--- src/rtl/jstk2_packet_decoder.sv ---
// PmodJSTK2 packet decoder: frames SPI bytes into X/Y/buttons with a staleness watchdog.
// Optional 4-tap moving-average output filter enabled by defining JSTK2_FILTER_EN.
module jstk2_packet_decoder #(
  parameter int         TIMEOUT_CYCLES = 5_000_000,
  parameter logic [9:0] CENTER         = 10'd512
) (
  input  logic       clk,
  input  logic       rst,
  input  logic       ss,
  input  logic [7:0] rx_byte,
  input  logic       rx_valid,
  output logic [9:0] x_pos,
  output logic [9:0] y_pos,
  output logic       btn_jstk,
  output logic       btn_trig,
  output logic       pkt_valid,
  output logic       pkt_err,
  output logic       stale
);

  typedef enum logic [2:0] {IDLE, RECV, CHECK, UPDATE, ERR, WAIT_END} state_t;

  localparam int                WD_W    = $clog2(TIMEOUT_CYCLES + 1);
  localparam logic [WD_W-1:0]   WD_MAX  = WD_W'(TIMEOUT_CYCLES);
  localparam logic [WD_W-1:0]   WD_LAST = WD_W'(TIMEOUT_CYCLES - 1);

  state_t          state;
  logic [2:0]      byte_cnt;
  logic            ss_d;
  logic [WD_W-1:0] wd;
  logic [7:0]      shadow [4];
  logic [1:0]      btn_sh;

  logic            good;
  logic [9:0]      raw_x;
  logic [9:0]      raw_y;
  logic            clear_now;
  logic            expire;

`ifdef JSTK2_FILTER_EN
  logic [9:0]  hist_x [4];
  logic [9:0]  hist_y [4];
  logic [9:0]  base_x [4];
  logic [9:0]  base_y [4];
  logic [11:0] sum_x;
  logic [11:0] sum_y;
  logic        pend;
`endif

  always_comb begin
    good   = (shadow[1][7:2] == 6'd0) && (shadow[3][7:2] == 6'd0);
    raw_x  = {shadow[1][1:0], shadow[0]};
    raw_y  = {shadow[3][1:0], shadow[2]};
`ifdef JSTK2_FILTER_EN
    clear_now = pend;
`else
    clear_now = (state == UPDATE);
`endif
    // A publish in the same cycle as expiry suppresses the expiry entirely.
    expire = (wd == WD_LAST) && !clear_now;
  end

`ifdef JSTK2_FILTER_EN
  always_comb begin
    for (int i = 0; i < 4; i++) begin
      base_x[i] = expire ? CENTER : hist_x[i];
      base_y[i] = expire ? CENTER : hist_y[i];
    end
    sum_x = {2'b00, hist_x[0]} + {2'b00, hist_x[1]} + {2'b00, hist_x[2]} + {2'b00, hist_x[3]};
    sum_y = {2'b00, hist_y[0]} + {2'b00, hist_y[1]} + {2'b00, hist_y[2]} + {2'b00, hist_y[3]};
  end
`endif

  // NOTE: shadow bytes are not reset; they are only read after a full frame has overwritten them.
  always_ff @(posedge clk) begin
    if (rst) begin
      state     <= IDLE;
      byte_cnt  <= 3'd0;
      ss_d      <= 1'b1;
      wd        <= '0;
      x_pos     <= CENTER;
      y_pos     <= CENTER;
      btn_jstk  <= 1'b0;
      btn_trig  <= 1'b0;
      pkt_valid <= 1'b0;
      pkt_err   <= 1'b0;
      stale     <= 1'b1;
`ifdef JSTK2_FILTER_EN
      pend      <= 1'b0;
      for (int i = 0; i < 4; i++) begin
        hist_x[i] <= CENTER;
        hist_y[i] <= CENTER;
      end
`endif
    end else begin
      // NOTE: non-blocking throughout, so later assignments in this block take priority.
      ss_d      <= ss;
      pkt_valid <= 1'b0;
      pkt_err   <= 1'b0;

      if (wd != WD_MAX) wd <= wd + 1'b1;
      if (expire) begin
        stale    <= 1'b1;
        x_pos    <= CENTER;
        y_pos    <= CENTER;
        btn_jstk <= 1'b0;
        btn_trig <= 1'b0;
`ifdef JSTK2_FILTER_EN
        for (int i = 0; i < 4; i++) begin
          hist_x[i] <= CENTER;
          hist_y[i] <= CENTER;
        end
`endif
      end

      case (state)
        IDLE: begin
          if (ss_d && !ss) begin
            byte_cnt <= 3'd0;
            state    <= RECV;
          end
        end
        RECV: begin
          if (rx_valid) begin
            if (byte_cnt == 3'd4) btn_sh <= rx_byte[1:0];
            else                  shadow[byte_cnt[1:0]] <= rx_byte;
            byte_cnt <= byte_cnt + 3'd1;
            if (byte_cnt == 3'd4) state <= CHECK;
            else if (ss)          state <= ERR;
          end else if (ss) begin
            state <= ERR;
          end
        end
        CHECK:  state <= good ? UPDATE : ERR;
        UPDATE: begin
`ifdef JSTK2_FILTER_EN
          hist_x[0] <= raw_x;
          hist_y[0] <= raw_y;
          for (int i = 1; i < 4; i++) begin
            hist_x[i] <= base_x[i-1];
            hist_y[i] <= base_y[i-1];
          end
          pend <= 1'b1;
`else
          x_pos     <= raw_x;
          y_pos     <= raw_y;
          btn_jstk  <= btn_sh[0];
          btn_trig  <= btn_sh[1];
          pkt_valid <= 1'b1;
          wd        <= '0;
          stale     <= 1'b0;
`endif
          state <= WAIT_END;
        end
        ERR: begin
          pkt_err <= 1'b1;
          state   <= WAIT_END;
        end
        WAIT_END: if (ss) state <= IDLE;
        default:  state <= IDLE;
      endcase

`ifdef JSTK2_FILTER_EN
      // Adder stage: publish the averaged history one cycle after UPDATE.
      if (pend) begin
        pend      <= 1'b0;
        x_pos     <= sum_x[11:2];
        y_pos     <= sum_y[11:2];
        btn_jstk  <= btn_sh[0];
        btn_trig  <= btn_sh[1];
        pkt_valid <= 1'b1;
        wd        <= '0;
        stale     <= 1'b0;
      end
`endif
    end
  end

endmodule

--- config.mk ---
export PLATFORM = sky130hd
export DESIGN_NAME = jstk2_packet_decoder
export DESIGN_NICKNAME = d
export VERILOG_FILES = /design/src/rtl/jstk2_packet_decoder.sv
export SDC_FILE = /design/constraint.sdc
export NUM_CORES = 1
export LEC_CHECK = 0
export CAP_MARGIN = 20
export CORE_MARGIN = 2
export CORE_UTILIZATION = 45
export DETAILED_ROUTE_END_ITERATION = 8
export PLACE_DENSITY = 0.79
export SLEW_MARGIN = 30
export SYNTH_ARGS = -nofsm -noshare
export SYNTH_HDL_FRONTEND = slang
export SYNTH_SLANG_ARGS = --single-unit
--- constraint.sdc ---
create_clock -name clk -period 1.9 [get_ports clk]
set_clock_uncertainty 0.2 [all_clocks]
set_input_delay 0.285 -clock clk [delete_from_list [all_inputs] [get_ports clk]]
set_output_delay 0.285 -clock clk [all_outputs]
set_load 0.03 [all_outputs]
# --- Yosys cells after proc, flatten, opt, wreduce, memory -nomap -nowiden ---
# Memories as Yosys holds them, arrays and structs flattened.
# Index checks and enable logic that the tools add are counted.
op_classes:
  addsub: 2
  eq_ne: 11
  n_mux: 25
  n_bitwise: 1
  n_reduce_logical: 15
op_table:
  columns: ["cell", "count"]
  rows:
  - ["2-to-1 mux 10 bit", 3]
  - ["2-to-1 mux 3 bit", 8]
  - ["adder 23 x 1 -> 23 bit (second input constant)", 1]
  - ["equality test 23 bit (second input constant)", 1]
  - ["inequality test 23 bit (second input constant)", 1]
  - ["case mux 3 bit (5 select lines)", 1]
  - ["zero test 6 bit", 2]
  - ["2-to-1 mux 1 bit", 12]
  - ["equality test 3 bit (second input constant)", 3]
  - ["equality test 3 x 2 -> 1 bit (second input constant)", 2]
  - ["inequality test 2 bit (second input constant)", 3]
  - ["case mux 3 bit (2 select lines)", 1]
  - ["AND reduction 4 bit", 1]
  - ["nonzero test 2 bit", 2]
  - ["OR reduction 2 bit", 2]
  - ["adder 3 x 1 -> 3 bit (second input constant)", 1]
  - ["equality test 3 x 1 -> 1 bit (second input constant)", 1]
  - ["logical AND 1 bit", 3]
  - ["zero test 3 bit", 1]
  - ["AND reduction 3 bit", 1]
  - ["zero test 1 bit", 2]
  - ["AND reduction 2 bit", 1]
  - ["inverter 1 bit", 1]
word_totals:
  ff_bits: 57
  mem_bits_rw: 32
  in_bits: 12
  output_inout_bits: 25
  mem_count: 1
memory_table:
  columns: ["name", "words", "word_bits", "read_ports", "rd_clocked_by_memory_dff", "write_ports", "line_no", "rtl"]
  rows:
  - ["shadow", 4, 8, 4, 0, 1, "31", "logic [7:0] shadow [4];"]

# --- Logic depth before layout (Yosys ltp) ---
# Gate-level depths: netlist (run 1).
logic_depth:
  depth_word: 6
  depth_mapped: 6

# --- Worst setup path before layout (run 1) ---
# No wires, ideal clock.
synth_path:
  kind: "register -> register"
  startpoint: "register state[2]"
  endpoint: "memory shadow[0][0], enable pin"
  setup_time_ns: 0.332
  arrival_time_ns: 1.370
  required_ns: 1.368
  setup_slack_ns: -0.002
  stages_incl_launch_ff: 6
  path_buffers: 1
  period_less_slack_ns: 1.902
  path_cell_list: "dfxtp_1 buf_2 nor2b_1 nand3b_1 nor3b_1 and2_1"
synth_between:
  elab_chain_len: 4
synth_lines:
  columns: ["item", "line_no", "rtl"]
  rows:
  - ["start, declared", "27", "state_t state;"]
  - ["start signal, assigned", "134", "CHECK: state <= good ? UPDATE : ERR;"]
  - ["equality test 3 x 1 -> 1 bit", "116", "case (state)"]
  - ["2-to-1 mux 1 bit", "116", null]
  - ["2-to-1 mux 1 bit", "76", "if (rst) begin"]
  - ["2-to-1 mux 1 bit (not written as such)", "126", "else shadow[byte_cnt[1:0]] <= rx_byte;"]
  - ["end, declared", "31", null]
# No other way between the ends.

# --- Final worst setup path (run 1) ---
layout_path:
  startpoint: "register x_pos[8]"
  endpoint: "output x_pos[8]"
layout_rtl:
  columns: ["item", "line_no", "rtl"]
  rows:
  - ["start, declared", "12", "output logic [9:0] x_pos,"]
  - ["start signal, assigned", "145", "x_pos <= raw_x;"]
# No word-level cell between the ends.

==> results_dict.tcl, run 1 <==
set metrics [dict create \
    grt_pass1_vias 2507 \
    drtIter0Drc 120 \
    hold_path.class "register to register" \
    drtAntennaViolNets 0 \
    portBuffers 36 \
    cts_max_path_buffers 2 \
    track_usage_pct 17.43 \
    yosys-top-cells-area "dfxtp_1 (32%), edfxtp_1 (29%), a22o_1 (5.1%)" \
    syn_nets 313 \
    synthTopCellsByCount "dfxtp_1 (55), edfxtp_1 (34), a22o_1 (20)" \
    synth_top_area_share_pct 31.76 \
    fin_area_sq_um 4513 \
    totalWireLength_microns 7101 \
    max_slew_margin_pct 71.46 \
    row_count 32 \
    drv_slew 0 \
    finalCritPeriodShare_pct 97.42 \
    drt_pass1_iterations 4 \
    yosysWarnings 0 \
    drv_cap 0 \
    power_w 0.003424 \
    syn_avg_cell_area_sq_um 11.75 \
    start_kind "register" \
    hold_viol_final 0 \
    cts.sinks 89 \
    cts_inserted_buffers 9 \
    vias 2574 \
    synth_area_sq_um 3467 \
    via_per_inst 5.385 \
    p_leak_nw 1.927 \
    vdd.ir_drop.worst_uv 385.3 \
    synth.distinct_cells 49 \
    synth_flop_cell "dfxtp_1" \
    worstSetupPathType "register to output port" \
    dp_hpwl_microns 5034 \
    required_ps 1410 \
    synth_top_area_cell "dfxtp_1" \
    async_reset_ff_share_pct 0 \
    final_util_pct 59.33 \
    hold_slack_ps 251.1 \
    dieArea_sq_um 8423 \
    tightest_slew_ps 424.2 \
    setup_viol 0 \
    path_clk_slew_ps 90 \
    syn_to_final_growth_pct 30.17 \
    cpMaxStageDelayCell "clkdlybuf4s50_1" \
    arrival_ps 1370 \
    htreeDepth 3 \
    io_pins 37 \
    cts_tree "yes" \
    start_util_pct 45.58 \
    clock-root-buffer "clkbuf_8" \
    crit_chain "clkdlybuf4s50_1" \
    run_status "completed" \
    fill_cells 602 \
    synth_seq_cells 89 \
    power.density_nw_per_um2 758.6 \
    final_layout_size_suffix_gt1_share_pct 22.07 \
    fin_nets 389 \
    drc_errors 0 \
    reg2reg_slack_ps 50 \
    path_delay_family "buffers and inverters" \
    setup_slack_ps 48.95 \
    gp_congestion 0.8216 \
    grt_max_degree 23 \
    timing.critical_path.buf_inv 1 \
    grt_pass1_wl_microns 11620 \
    num_antenna_cells 0 \
    wl_per_cell_microns 14.86 \
    rsz0062_at_grt "true" \
    layout_min_cycle_time_ps 1851 \
    syn_inst 295 \
    die_h_microns 91.78 \
    insertion_delay_ps 360 \
    holdBufCountCts 0 \
    crit_fanout 2 \
    synth-seq-area-share_pct 61.21 \
    synth.most_common_cell "dfxtp_1" \
    dp_slack_ps -171.0 \
    synth_edf_count 34 \
    slowest_delay_ps 670 \
    overflow 0 \
    fmax_ghz 0.5402 \
    place_area_sq_um 4207 \
    fp.coreArea_sq_um 7607 \
    antenna_found_initial 0 \
    die_w_microns 91.78 \
    critPathCaptureType "output port" \
]
flip-flops by register name, indices dropped and copies added (netlist names):
signal     count
shadow        32
wd            23
x_pos         10
y_pos         10
byte_cnt       3
state          3
btn_sh         2
btn_jstk       1
btn_trig       1
pkt_err        1
pkt_valid      1
ss_d           1
stale          1
metal layers:
metal / global-route usage (%) / routed length (microns) / share of wire, %
met4: 5.224 / 68 / 0.96
met1: 22.84 / 3085 / 43
met5: 0 / 0 / 0
met3: 3.780 / 322 / 4.5
met2: 29.11 / 3624 / 51
worst paths after layout:
kind                                     to  cells after the start     start
worst min-delay path               y_pos[9]                      2  y_pos[9]
worst max-delay path               x_pos[8]                      1  x_pos[8]
worst max register to register  byte_cnt[1]                      5  state[0]
worst min register to register     y_pos[9]                      2  y_pos[9]
metrics by stage:
step	cells	TNS, ps
after floorplan	295	0
after global placement	461	-2554
after detailed placement	461	-4621
after CTS	477	0
after global routing	478	-996.5
final	478	0
cells by family after synthesis:
| logic type | synth area share [%] |
|---|---|
| compound gates | 12.49 |
| xor+xnor | 3.031 |
| fa+ha+maj | 2.165 |
| buf+inv | 3.536 |
| flops | 61.21 |
| mux | 0.2887 |
| simple gates | 17.29 |
placed cells by master (no fill, tap or decap), drive strengths merged, types with 9 or more instances in the layout:
cell type,instances
buf,43
clkbuf,9
nand3,11
dfxtp,55
nor2,18
dlymetal6s2s,17
a21oi,13
edfxtp,34
a22o,20
inv,14
nand2,13
or4,9
clkdlybuf4s50,17
where the power goes:
part | leakage (nW) | internal, W | switching, W
combinational | 1.08 | 0.0000866 | 0.0000884
clock | 0.0926 | 0.000511 | 0.000733
sequential | 0.754 | 0.00199 | 0.0000114
total | 1.93 | 0.00259 | 0.000833
timing repair:
item	in CTS	in global routing
cloned	0	0
gates resized for setup	3	32
buffers inserted	0	1
endpoints found under the setup margin	23	82
pin swaps	0	4
layout make-up:
class / count / area [sq um] / area share [%]
multi-input cells: 181 / 1277 / 28.31
inverters: 11 / 41.29 / 0.9149
repair buffers: 79 / 739.5 / 16.38
well taps: 102 / 127.6 / 2.828
flip-flops and latches: 89 / 2132 / 47.24
clock inverters: 7 / 71.32 / 1.580
clock buffers: 9 / 123.9 / 2.745
Note: power is estimated with default switching activity, not from simulation.
==> inputs of run 2 (changes only) <==
- CORE_MARGIN: 2 -> 1
- CORE_UTILIZATION: 45 -> 55
- PLACE_DENSITY: 0.79 -> 0.89
- clock period: 1.9 -> 2.09 ns (I/O delays scaled with it)
==> results_dict.tcl, run 2 (synthesis results as in run 1) <==
set metrics [dict create \
    run_status "completed" \
    holdCritStartpoint "x_pos[9]" \
    via_per_inst 5.949 \
    final_util_pct 71.93 \
    critPathCaptureType "register" \
    antenna_found_initial 0 \
    insertion_delay_ps 360 \
    die_w_microns 81.40 \
    fin_nets 372 \
    cts_max_path_buffers 2 \
    die_h_microns 81.40 \
    worstSetupPathType "register to register" \
    num_antenna_cells 0 \
    dieArea_sq_um 6625 \
    fp.coreArea_sq_um 5991 \
    crit_fanout 14 \
    path_clk_slew_ps 80 \
    max_slew_margin_pct 69.61 \
    row_count 28 \
    drc_errors 0 \
    start_util_pct 57.87 \
    gp_congestion 0.8152 \
    syn_to_final_growth_pct 24.29 \
    layout_min_cycle_time_ps 1991 \
    layout_common_cells "dfxtp_1 (55), clkdlybuf4s50_1 (36), edfxtp_1 (34)" \
    place_area_sq_um 4110 \
    wl_per_cell_microns 16.81 \
    crit_chain "nand4_2, or2_1, or4_1, a21oi_1" \
    finalCritPeriodShare_pct 95.27 \
    power.density_nw_per_um2 725.7 \
    track_usage_pct 24.22 \
    vdd.ir_drop.worst_uv 675.8 \
    grt_max_degree 24 \
    largest_reg_flops 32 \
    fmax_ghz 0.5022 \
    min_to "x_pos[9]" \
    final_layout_size_suffix_gt1_share_pct 14.21 \
    drt_pass1_iterations 5 \
    rr_endpoint "wd[17]" \
    final.setup.tns_ps 0 \
    drtIter0Drc 118 \
    stdcell_count 434 \
    drtAntennaViolNets 0 \
    reg2reg_slack_ps 100 \
    rr_worst_depth 4 \
    drv_cap 0 \
    htreeDepth 3 \
    cpMaxStageDelayCell "or4_1" \
    setup_viol 0 \
    rr_startpoint "wd[10]" \
    vias 2582 \
    required_ps 2180 \
    totalWireLength_microns 7294 \
    grt_pass1_wl_microns 11630 \
    start_kind "register" \
    slowest_delay_ps 520 \
    fill_cells 389 \
    tightest_slew_ps 451.7 \
    cts.sinks 89 \
    grt_pass1_vias 2498 \
    overflow 0 \
    hold_path.class "register to register" \
    final_common_cell "dfxtp_1" \
    drv_slew 0 \
    clock-root-buffer "clkbuf_8" \
    arrival_ps 2080 \
    placed_cells 418 \
    io_pins 37 \
    portBuffers 36 \
    cts_tree "yes" \
    hold_depth 2 \
    cts_inserted_buffers 9 \
    p_leak_nw 1.543 \
    dp_hpwl_microns 5014 \
    fin_area_sq_um 4309 \
    hold_viol_final 0 \
    post_cts_buffers 0 \
    rsz0062_at_grt "false" \
]
run 2: what timing repair did:
action / in CTS / in global routing
gates resized for setup: 0 / 2
endpoints found under the setup margin: 0 / 39
hold buffers: 0 / 0
endpoints found under the hold margin: 0 / 0
run 2: how the worst max path moves through the flow:
| stage | from | to | cells past startpoint |
|---|---|---|---|
| detailed placement | rst | shadow[1][0] | 5 |
| global route | byte_cnt[0] | shadow[1][0] | 7 |
| CTS | byte_cnt[0] | shadow[1][0] | 7 |
| floorplan | state[2] | shadow[0][0] | 5 |
| global placement | rx_valid | shadow[2][1] | 6 |
| finish | wd[10] | wd[17] | 4 |
run 2: layout make-up:
cell class,instances,area (sq um),area share (%)
inverters,11,41.29,0.9582
multi-input cells,181,1227,28.48
flip-flops and latches,89,2122,49.25
repair buffers,62,630.6,14.63
clock buffers,9,123.9,2.875
clock inverters,7,70.07,1.626
well taps,75,93.84,2.178
run 2: metrics by stage:
step | setup WS (ps) | hold slack (ps) | power, W
after floorplan | 188.0 | 212.4 | 0.001933
after global placement | 17.91 | 239.6 | 0.002004
after detailed placement | -65.40 | 250.6 | 0.002010
after CTS | 10.06 | 260.8 | 0.003140
after global routing | 0.3322 | 287.8 | 0.003226
final | 98.88 | 257.8 | 0.003127
run 2: power by group:
| group | leakage [nW] | total [W] | internal (W) | switching [W] |
|---|---|---|---|---|
| Sequential | 0.750 | 0.00182 | 0.00181 | 0.00000984 |
| Clock | 0.0994 | 0.00115 | 0.000552 | 0.000603 |
| Combinational | 0.693 | 0.000151 | 0.0000725 | 0.0000784 |
run 2: per-layer routing:
layer  GRT usage (%)  part of all wire [%]  vias up
met5               0                     0        -
met4           13.39                   3.4        0
met3           7.865                   4.8       20
met2           39.83                    51       89
met1           27.72                    41     1254
li1                -                     -     1219
run 2: critical path: cells and delay by family (launching register included):
family	cells	cell delay, ps
DFF	1	440
AOI/OAI and AO/OA	1	170
and+or+nand+nor	3	1110
==> patch, RTL diff (flow settings as in run 2) <==
Encoding of `state_t`: now one-hot (6 bits for 6 states).
--- a/src/rtl/jstk2_packet_decoder.sv
+++ b/src/rtl/jstk2_packet_decoder.sv
@@ -18,7 +18,7 @@
   output logic       stale
 );
 
-  typedef enum logic [2:0] {IDLE, RECV, CHECK, UPDATE, ERR, WAIT_END} state_t;
+  typedef enum logic [5:0] {IDLE = 6'b000001, RECV = 6'b000010, CHECK = 6'b000100, UPDATE = 6'b001000, ERR = 6'b010000, WAIT_END = 6'b100000} state_t;
 
   localparam int                WD_W    = $clog2(TIMEOUT_CYCLES + 1);
   localparam logic [WD_W-1:0]   WD_MAX  = WD_W'(TIMEOUT_CYCLES);
Check against the original RTL: same outputs for any inputs over 10 cycles, from zero or initial values and one cycle with rst high; not proved beyond that.
==> patch against run 2 <==
  * The flow now finishes with violations (design-rule violations)
  * Synthesized area rose by 6.7%
  * Routed wire length rose by 10%
  * Worst setup slack got worse by 46 ps
  * Largest cell class unchanged
  * Sequential cell count rose by 3
  * Sequential share of layout area fell by 0.92 points
  * Power rose by 3.8%
  * Cell area rose by 4.9%
  * Maximum frequency fell by 2.3%
  * Worst hold slack improved by 21 ps
  * Combinational power rose by 19%
==> patch: results (changes against run 2) <==
run_status:
  outcome: "finished with violations"
  violations: "design-rule violations"
clock_network:
  path_clk_slew_ps: 100  # +20 ps
  cts_resized: 3  # +3
grt:
  grt.met1_usage_pct: 31.6  # +3.9 points
  grt_use_met2_pct: 38.7  # -1.1 points
  grt_first_pass_wirelength_mm: 13.1  # +13%
  grt_max_degree: 48  # +100%
  grt_pass1_vias: 2772  # +11%
  use_met3_pct: 5.04  # -2.8 points
  grt_use_total_pct: 24.3  # +0.061 points
logic_synthesis:
  syn-num-nets: 366  # +17%
  synth_cells: 348  # +18%
  async_flop_share_pct: 0  # unchanged
  synth.distinct_cells: 44  # -10%
  synth_top_area_share_pct: 31.4  # -0.36 points
  synth.area.top_cells: "dfxtp_1, edfxtp_1, o32ai_1"
  ys_warn_count: 0  # unchanged
  yosys-top-cells-count: "dfxtp_1, edfxtp_1, nand2_1, inv_1"
critical_path:
  reg2reg_slack_ps: 50  # -50 ps
  cpMaxStageDelayCell: "or4_4"
  path_max_fanout: 6  # -8
  r2r_start: "wd[10]"
  max_stage_delay_ps: 580  # +60 ps
  arrival_ps: 2140  # +60 ps
  crit_end: "wd[20]"
power_and_ir_drop:
  power_frac_comb_pct: 5.5  # +0.7 points
  switching_power_mw: 0.822  # +19%
  clkPwrFrac_pct: 36.5  # -0.4 points
  irDropWorstVdd_v: 0.000387  # -43%
  p_clk_mw: 1.19  # +3%
placement:
  place_ws_ps: -137  # -71.2 ps
  post-place-cells: 469  # +12%
  globalplace.congestion: 0.866  # +6.3%
  place_area_um2: 4300  # +4.6%
min_path:
  whs_endpoint: "x_pos[5]"
  hp-start: "x_pos[5]"
route:
  drt_iter0_drc: 325  # +180%
  drc: 10  # +10
  firstDrtPassIters: 7  # +2
  dr_total_vias: 2898  # +12%
  wl_met2_mm: 3.90  # +4.4%
  wl_met3_um: 431  # +24%
  m1WireLength_mm: 3.51  # +19%
finish:
  layout.cells.non_filler: 485  # +12%
  finish.utilization_pct: 70.4  # -1.5 points
  finalNetCount: 421  # +13%
  nFillCells: 443  # +14%
  layout-drive-gt1-share_pct: 12.7  # -1.5 points
timing:
  relSlewSlack_pct: 66.2  # -3.4 points
  finalCritPeriodShare_pct: 97.5  # +2.2 points
-- patch: cell count changes after synthesis, sizes merged, moves of 4 or more --
cell / before / now
a22o: 20 / 0
nand2: 13 / 33
o32ai: 0 / 20
inv: 11 / 28
clkbuf: 5 / 13
o21ai: 3 / 10
buf: 9 / 4
or2: 5 / 1
-- patch: tightest hold or removal path, cell delays in order, from the launching register on --
cell and delay (ps):
dfxtp_1 320, nand2_1 50, o32ai_1 60
-- patch: area by class of cell --
cell class	instances	area share, %
inverters	28	2.32
multi-input cells	211	30.1
clock inverters	7	1.69
clock buffers	9	2.74
repair buffers	61	12.7
flip-flops and latches	92	48.3
well taps	77	2.13
-- patch: cell families (layout without fill, tap and decap cells) --
group / Yosys count / after routing / synth area share (%)
DFF: 92 / 92 / 59.0
muxes: 1 / 1 / 0.271
adders and majority gates: 6 / 6 / 2.03
buffers and inverters: 45 / 105 / 4.70
and+or+nand+nor: 126 / 126 / 18.6
AOI/OAI and AO/OA: 65 / 65 / 12.3
xor gates and xnor gates: 13 / 13 / 3.08
